### src/rtl/kiwi_npu_pkg.sv
// kiwi_npu_pkg: shared fixed-point element type and fill-FSM state encoding.
// FP_WIDTH supplies the default element width when no fixed-point header has set it.
`ifndef FP_WIDTH
`define FP_WIDTH 16
`endif

package kiwi_npu_pkg;
   localparam int FP_W = `FP_WIDTH;
   typedef logic signed [FP_W-1:0] fp_t;
   typedef enum logic {FILL = 1'b0, STALL = 1'b1} fill_state_e;
endpackage

### src/rtl/operand_bank.sv
// operand_bank: one N-lane a/b register bank with lane write, zero-fill above the
// written lane on an early close, and a full flag.
module operand_bank
   import kiwi_npu_pkg::*;
#(
   parameter int WIDTH = FP_W,
   parameter int N     = 4,
   parameter int IW    = 2
) (
   input  logic                    clk,
   input  logic                    rst_n,
   input  logic                    we_i,
   input  logic                    pad_i,
   input  logic                    set_full_i,
   input  logic                    clr_full_i,
   input  logic [IW-1:0]           lane_i,
   input  logic signed [WIDTH-1:0] a_i,
   input  logic signed [WIDTH-1:0] b_i,
   output logic                    full_o,
   output logic signed [WIDTH-1:0] a_o [N],
   output logic signed [WIDTH-1:0] b_o [N]
);
   logic                    full_q;
   logic signed [WIDTH-1:0] a_q [N];
   logic signed [WIDTH-1:0] b_q [N];

   always_ff @(posedge clk or negedge rst_n) begin
      if (!rst_n) begin
         full_q <= 1'b0;
         for (int j = 0; j < N; j++) begin
            a_q[j] <= '0;
            b_q[j] <= '0;
         end
      end else begin
         if (set_full_i) full_q <= 1'b1;
         else if (clr_full_i) full_q <= 1'b0;
         for (int j = 0; j < N; j++) begin
            if (we_i && j == int'(lane_i)) begin
               a_q[j] <= a_i;
               b_q[j] <= b_i;
            end else if (we_i && pad_i && j > int'(lane_i)) begin
               a_q[j] <= '0;
               b_q[j] <= '0;
            end
         end
      end
   end

   assign full_o = full_q;
   assign a_o    = a_q;
   assign b_o    = b_q;
endmodule

### src/rtl/operand_loader.sv
// operand_loader: ping-pong loader assembling element pairs into N-lane a/b vectors.
// LOADER_ZERO_PAD_EN lets in_last close a vector early with zeroed upper lanes.
module operand_loader
   import kiwi_npu_pkg::*;
#(
   parameter int WIDTH = `FP_WIDTH,
   parameter int N     = 4
) (
   input  logic                    clk,
   input  logic                    rst_n,
   input  logic                    in_valid,
   output logic                    in_ready,
   input  logic signed [WIDTH-1:0] in_a,
   input  logic signed [WIDTH-1:0] in_b,
   input  logic                    in_last,
   output logic                    out_valid,
   input  logic                    out_ready,
   output logic signed [WIDTH-1:0] out_a [N],
   output logic signed [WIDTH-1:0] out_b [N]
);
   localparam int   IW       = $clog2(N);
   localparam logic ST_FILL  = 1'(FILL);
   localparam logic ST_STALL = 1'(STALL);

   logic [IW-1:0]           idx_q, idx_d;
   logic                    wr_q, wr_d, rd_q, rd_d, state_q, state_d;
   logic                    acc, close, drain, early;
   logic [1:0]              full;
   logic signed [WIDTH-1:0] ba [2][N];
   logic signed [WIDTH-1:0] bb [2][N];

`ifdef LOADER_ZERO_PAD_EN
   assign early = in_last;
`else
   logic unused_last;
   assign unused_last = in_last;
   assign early       = 1'b0;
`endif

   assign in_ready  = state_q == ST_FILL;
   assign acc       = in_valid && in_ready;
   assign close     = acc && (idx_q == IW'(N-1) || early);
   assign out_valid = full[rd_q];
   assign drain     = out_valid && out_ready;
   assign out_a     = ba[rd_q];
   assign out_b     = bb[rd_q];

   // a completion only stalls if the other bank stays full this cycle
   always_comb begin
      idx_d   = close ? '0 : acc ? idx_q + 1'b1 : idx_q;
      wr_d    = close ? ~wr_q : wr_q;
      rd_d    = drain ? ~rd_q : rd_q;
      state_d = (state_q == ST_STALL) ? (drain ? ST_FILL : ST_STALL)
              : (close && full[~wr_q] && !drain) ? ST_STALL : ST_FILL;
   end

   always_ff @(posedge clk or negedge rst_n) begin
      if (!rst_n) begin
         idx_q   <= '0;
         wr_q    <= 1'b0;
         rd_q    <= 1'b0;
         state_q <= ST_FILL;
      end else begin
         idx_q   <= idx_d;
         wr_q    <= wr_d;
         rd_q    <= rd_d;
         state_q <= state_d;
      end
   end

   for (genvar g = 0; g < 2; g++) begin : g_bank
      operand_bank #(.WIDTH(WIDTH), .N(N), .IW(IW)) u_bank (
         .clk       (clk),
         .rst_n     (rst_n),
         .we_i      (acc && wr_q == 1'(g)),
         .pad_i     (close),
         .set_full_i(close && wr_q == 1'(g)),
         .clr_full_i(drain && rd_q == 1'(g)),
         .lane_i    (idx_q),
         .a_i       (in_a),
         .b_i       (in_b),
         .full_o    (full[g]),
         .a_o       (ba[g]),
         .b_o       (bb[g])
      );
   end
endmodule

### config.mk
export PLATFORM = sky130hd
export DESIGN_NAME = operand_loader
export DESIGN_NICKNAME = d
export VERILOG_FILES = /design/src/rtl/kiwi_npu_pkg.sv /design/src/rtl/operand_bank.sv /design/src/rtl/operand_loader.sv
export SDC_FILE = /design/constraint.sdc
export NUM_CORES = 1
export LEC_CHECK = 0
export CAP_MARGIN = 20
export CORE_MARGIN = 4
export CORE_UTILIZATION = 33
export CTS_BUF_LIST = sky130_fd_sc_hd__clkbuf_16
export DETAILED_ROUTE_END_ITERATION = 16
export GPL_ROUTABILITY_DRIVEN = 0
export PLACE_DENSITY = 0.62
export SLEW_MARGIN = 25
export SYNTH_ARGS = -nofsm -noshare
export SYNTH_HDL_FRONTEND = slang
export SYNTH_SLANG_ARGS = --single-unit
### constraint.sdc
create_clock -name clk -period 1.9 [get_ports clk]
set_input_delay 0.38 -clock clk [delete_from_list [all_inputs] [get_ports clk]]
set_output_delay 0.38 -clock clk [all_outputs]
set_load 0.02 [all_outputs]
Word-level counts from Yosys, hierarchy flattened
Cells that the tools add are included.

Bits of input ports: 37. Bits in registers: 263. Output and inout port bits: 130.

Multiplexer cells: 37. $add $sub $neg: 1. $lt $le $gt $ge: 6. Reductions and logical operators: 38. Equality and inequality tests: 4. Bitwise logic cells: 4.

Operators with widths (count): 2-to-1 mux 64 bit (6); 2-to-1 mux 16 bit (18); logical AND 1 bit (27); nonzero test 2 bit (9); 2-to-1 mux 1 bit (11); == test 2 bit (first input constant) (2); greater-than comparator 2 bit (first input constant) (2); less-than comparator 1 x 2 -> 1 bit (second input constant) (2); 2-to-1 mux 2 bit (2); inverter 1 bit (3); adder 2 x 1 -> 2 bit (second input constant) (1); == test 1 x 2 -> 1 bit (first input constant) (1); == test 2 bit (second input constant) (1); greater-or-equal comparator 2 bit (second input constant) (1); greater-than comparator 1 x 2 -> 1 bit (first input constant) (1); logical NOT 2 bit (1); inverter 1 -> 2 bit (1); logical NOT 1 bit (1).

Longest topological paths before layout
Word-level depth: 7. Mapped depth: 6.

Cells and area by module
A second synthesis with hierarchy kept.

Cell total of the unflattened synthesis: 897. Area, all modules: 12341.8 um^2.

Modules (own cells, without submodules): operand_bank (cells an instance 364, sequential area each 3228.1 um^2, times used 2, area each 5072.4 um^2); operand_loader (cells an instance 169, sequential area each 125.1 um^2, times used 1, area each 2197.1 um^2).

Worst setup path before layout
OpenSTA, ideal clock, no wires.

Path kind: flip-flop to output port. Start: register rd_q. End: output out_a[60] (netlist name). Arrival time: 1.352 ns. Slack: 0.168 ns. Stages on the path, launching flop included: 5. Cell sequence: dfrtp_1 -> buf_2 -> clkbuf_1 -> buf_2 -> mux2_2.

RTL lines: from (decl) (line operand_loader.sv:26) `logic wr_q, wr_d, rd_q, rd_d, state_q, state_d;`; from (signal assigned) (line operand_loader.sv:66) `rd_q <= rd_d;`; to (decl) (line operand_loader.sv:18) `output logic signed [WIDTH-1:0] out_a [N],`.

==> summary.txt <==
Pwr
  • Maximum vdd drop: 956 uV
  • P_sw: around 0.010 W
  • Total power: 0.0295 W
  • Combinational share of power: 50.7%
  • Sequential share of power: 32.3%
  • Sw Ratio: about 35%
  • PD cells: slightly below 2000 nW/um2
  • Cell-internal power: 0.0191 W
  • Lkg Pwr: 7.09 nW
  • Power share of the clock group: 17.0%

Timing
  • Post-route setup slack: -453 ps
  • Worst-Margin Slew: roughly 580 ps
  • Hold Fails Final Rpt: 0
  • Worst Skew: 11.9 ps
  • RSZ-0062 raised after global routing: yes
  • Period utilisation layout: 124%
  • Final setup viols: 129
  • Worst rel slew slack: 61.4%
  • Worst hold slack: between 400 and 500 ps
  • Slew Limit Fails: 0
  • Fmax: between 400 and 500 MHz
  • Post-route minimum period: 2350 ps

Cells and area
  • Nets: 1009
  • Fill count: 3024
  • P&R area growth vs syn: 33.3%
  • Design area: 15000 um2
  • Share of cells above drive strength 1: 51.6%
  • Register area: between 6000 and 7000 um2
  • Finished Layout Cells: 1431
  • Area of the multi-input gates: 4400 um2
  • Antenna cells: 0

Setup path
  • Worst path cell trace: buf_12 -> buf_12 -> buf_12 -> mux2_4 -> buf_6
  • CP Capture Type: output port
  • Crit path launch type: register
  • Most used cell, CP: buf_12
  • Critical Path AT: 1970 ps
  • WP data required: approximately 1500 ps
  • CP Class: register to output port
  • Slowest CP cell: dfrtp_4
  • CP Max Fanout: 8
  • Critical Path Max Stage Delay: roughly 550 ps

Logic synthesis
  • Ys flop type: dfrtp_1
  • Post-synth EDFFs: 0
  • Syn_area_per_cell: 15.1 um2
  • Yosys top cell by area: dfrtp_1
  • Fraction of registers with async set/reset: 100%
  • Synth unique cells: 26
  • Synth area leaders: dfrtp_1, mux2_2, a22o_1
  • Synthesized netlist net count: 790
  • Seq/Total Area, Yosys: 58.5%
  • Yosys reg bits: 263
  • Post-Syn Area: approximately 11000 um2
  • Syn Inst Count: 748
  • Post-synth top area share: 58.5%
  • Ys Warns: 0

Floorplanning
  • Die W: 193 um
  • Core Box Area: 33600 um2
  • Die Ht: around 190 um
  • I/O Pins: 167
  • Row Count: 67
  • Die area: 37100 um2
  • Initial core utilization: between 30 and 40%

Clock tree
  • Clk sinks: about 260
  • H-tree depth: 1
  • Clk slew on worst S/H paths: 60 ps
  • CTS root buffer: clkbuf_16
  • Skew-Pair Late Insertion Delay: 540 ps
  • Bufs on Longest Clock Path: 3
  • CTS tree: built
  • CTS buffer count: 29

GRT
  • Total GRT Usage: approximately 16%
  • First-pass GRT wire length: 46900 um
  • Total grt overflow: 0
  • M3 GR Usage: 3.47%
  • Vias in the first global route: 7628
  • Largest net degree at the start of global routing: 59
  • Antenna violations before repair: 1
  • Global routing's busiest layer: met2
  • Met2 usage: 26.3%
  • Met1 usage: 22.4%

Job
  • Max cap viols: 0

Routing
  • Detail Route Antenna Nets: 0
  • DRC: 0
  • Initial DRC count: 409
  • Post-Route WL: 30600 um
  • Avg WL per Cell: roughly 21 um
  • DR vias/cell: 5.04
  • DR vias: 7208
  • DRT Pass-1 Iters: 4

Placement
  • IO Port Bufs: between 150 and 200
  • Pre-CTS setup slack: -196 ps
  • Placement-stage cell area: between 10000 and 15000 um2
  • Cell count after placement: 1361
  • Hpwl dp: around 19000 um

Hold path
  • Worst hold-check path type: input pin to asynchronous set/reset pin

Outcome
  • Status: complete, but fails checks
  • Failing checks: negative setup slack
## state kept, by name (all words and copies together), names as in the netlist
name,cells
g_bank.u_bank.a_o,128
g_bank.u_bank.b_o,128
g_bank.u_bank.full_o,2
idx_q,2
rd_q,1
state_q,1
wr_q,1
## layout by cell type, fill, tap and decap left out, types with 2 or more instances in the layout
cell type / synthesis / final
a21oi_1: 2 / 2
a22o_1: 128 / 128
a31oi_1: 2 / 2
and2_2: 0 / 5
buf_12: 0 / 37
buf_16: 0 / 4
buf_2: 19 / 66
buf_4: 3 / 38
buf_6: 18 / 56
buf_8: 0 / 4
clkbuf_16: 0 / 33
clkdlybuf4s50_1: 0 / 34
clkinv_1: 0 / 5
clkinv_2: 0 / 5
dfrtp_1: 263 / 262
ha_1: 5 / 5
inv_1: 4 / 11
mux2_1: 9 / 9
mux2_2: 249 / 227
mux2_4: 0 / 22
nand2_1: 7 / 5
nand2_2: 2 / 4
nor2b_1: 2 / 2
o21ai_0: 4 / 4
o21ai_4: 0 / 2
## critical path, delay by kind of cell, from the launching register on
family,cells,cell delay [ps]
buffers and inverters,4,570
flip-flops,1,550
multiplexers,1,310
## power groups by stage
stage                     clock network (W)  logic [W]  registers [W]
after global routing                0.00541     0.0160        0.00987
after global placement                    0     0.0146        0.00948
after detailed placement                  0     0.0147        0.00957
after floorplan                           0    0.00870        0.00914
final                               0.00503     0.0150        0.00954
after CTS                           0.00517     0.0143        0.00953
## cells by family (layout without fill, tap and decap cells)
kind of cell,after synthesis,after routing,share of synthesized area (%)
buffers and inverters,61,296,3.56
XOR/XNOR,1,1,0.0778
adder cells (fa/ha/maj),5,5,0.556
multiplexers,258,258,25.8
AO/OA/AOI/OAI,139,139,10.5
AND/OR/NAND/NOR,21,21,1.06
flip-flops,263,263,58.5
## per-layer routing
metal  wire, um  vias up
li1           -     3230
met1      13700     3736
met2      14500      189
met3       1730       51
met4        685        2
met5         11        -
## what timing repair did
item	CTS	global route
hold buffers	1	0
resized for setup	561	113
setup buffers	12	7
endpoints found under the hold margin	50	0
setup endpoints to repair	130	130
gates cloned	4	4
## path summary, 6_finish.rpt
check,from,end,slack (ps),cells past startpoint
worst min register to register,g_bank[0].u_bank.b_o[55],g_bank[0].u_bank.b_o[55],480,1
min in group clk,g_bank[0].u_bank.b_o[55],g_bank[0].u_bank.b_o[55],480,1
worst max-delay path,rd_q,out_a[31],-450,5
max in group asynchronous,rst_n,g_bank[1].u_bank.a_o[37],860,3
worst min-delay path,rst_n,g_bank[1].u_bank.b_o[48],410,2
worst max register to register,idx_q[0],g_bank[0].u_bank.b_o[8],190,5
## layout make-up
cell class / instances / area share, %
multi-input combinational: 424 / 29.3
tap: 448 / 3.74
timing repair buffer: 245 / 17.5
clock buffer: 29 / 4.84
sequential: 263 / 43.9
inverter: 4 / 0.100
clock inverter: 18 / 0.667
## through the flow
stage / setup TNS (ps) / util [%]
2_1_floorplan: 0 / -
3_3_place_gp: -28240 / 41.6
3_5_place_dp: -26320 / 41.6
4_1_cts: -52020 / 43.8
5_1_grt: -53980 / 44.6
6_report: -45740 / 44.6
## synth_stat cells, types with 3 or more instances
cell / count
buf_2: 19
dfrtp_1: 263
a22o_1: 128
o21ai_0: 4
buf_6: 18
inv_1: 4
buf_4: 3
ha_1: 5
clkbuf_1: 15
mux2_2: 249
and2_1: 5
nand2_1: 7
mux2_1: 9
No activity file was read; power rests on OpenSTA's default activity.
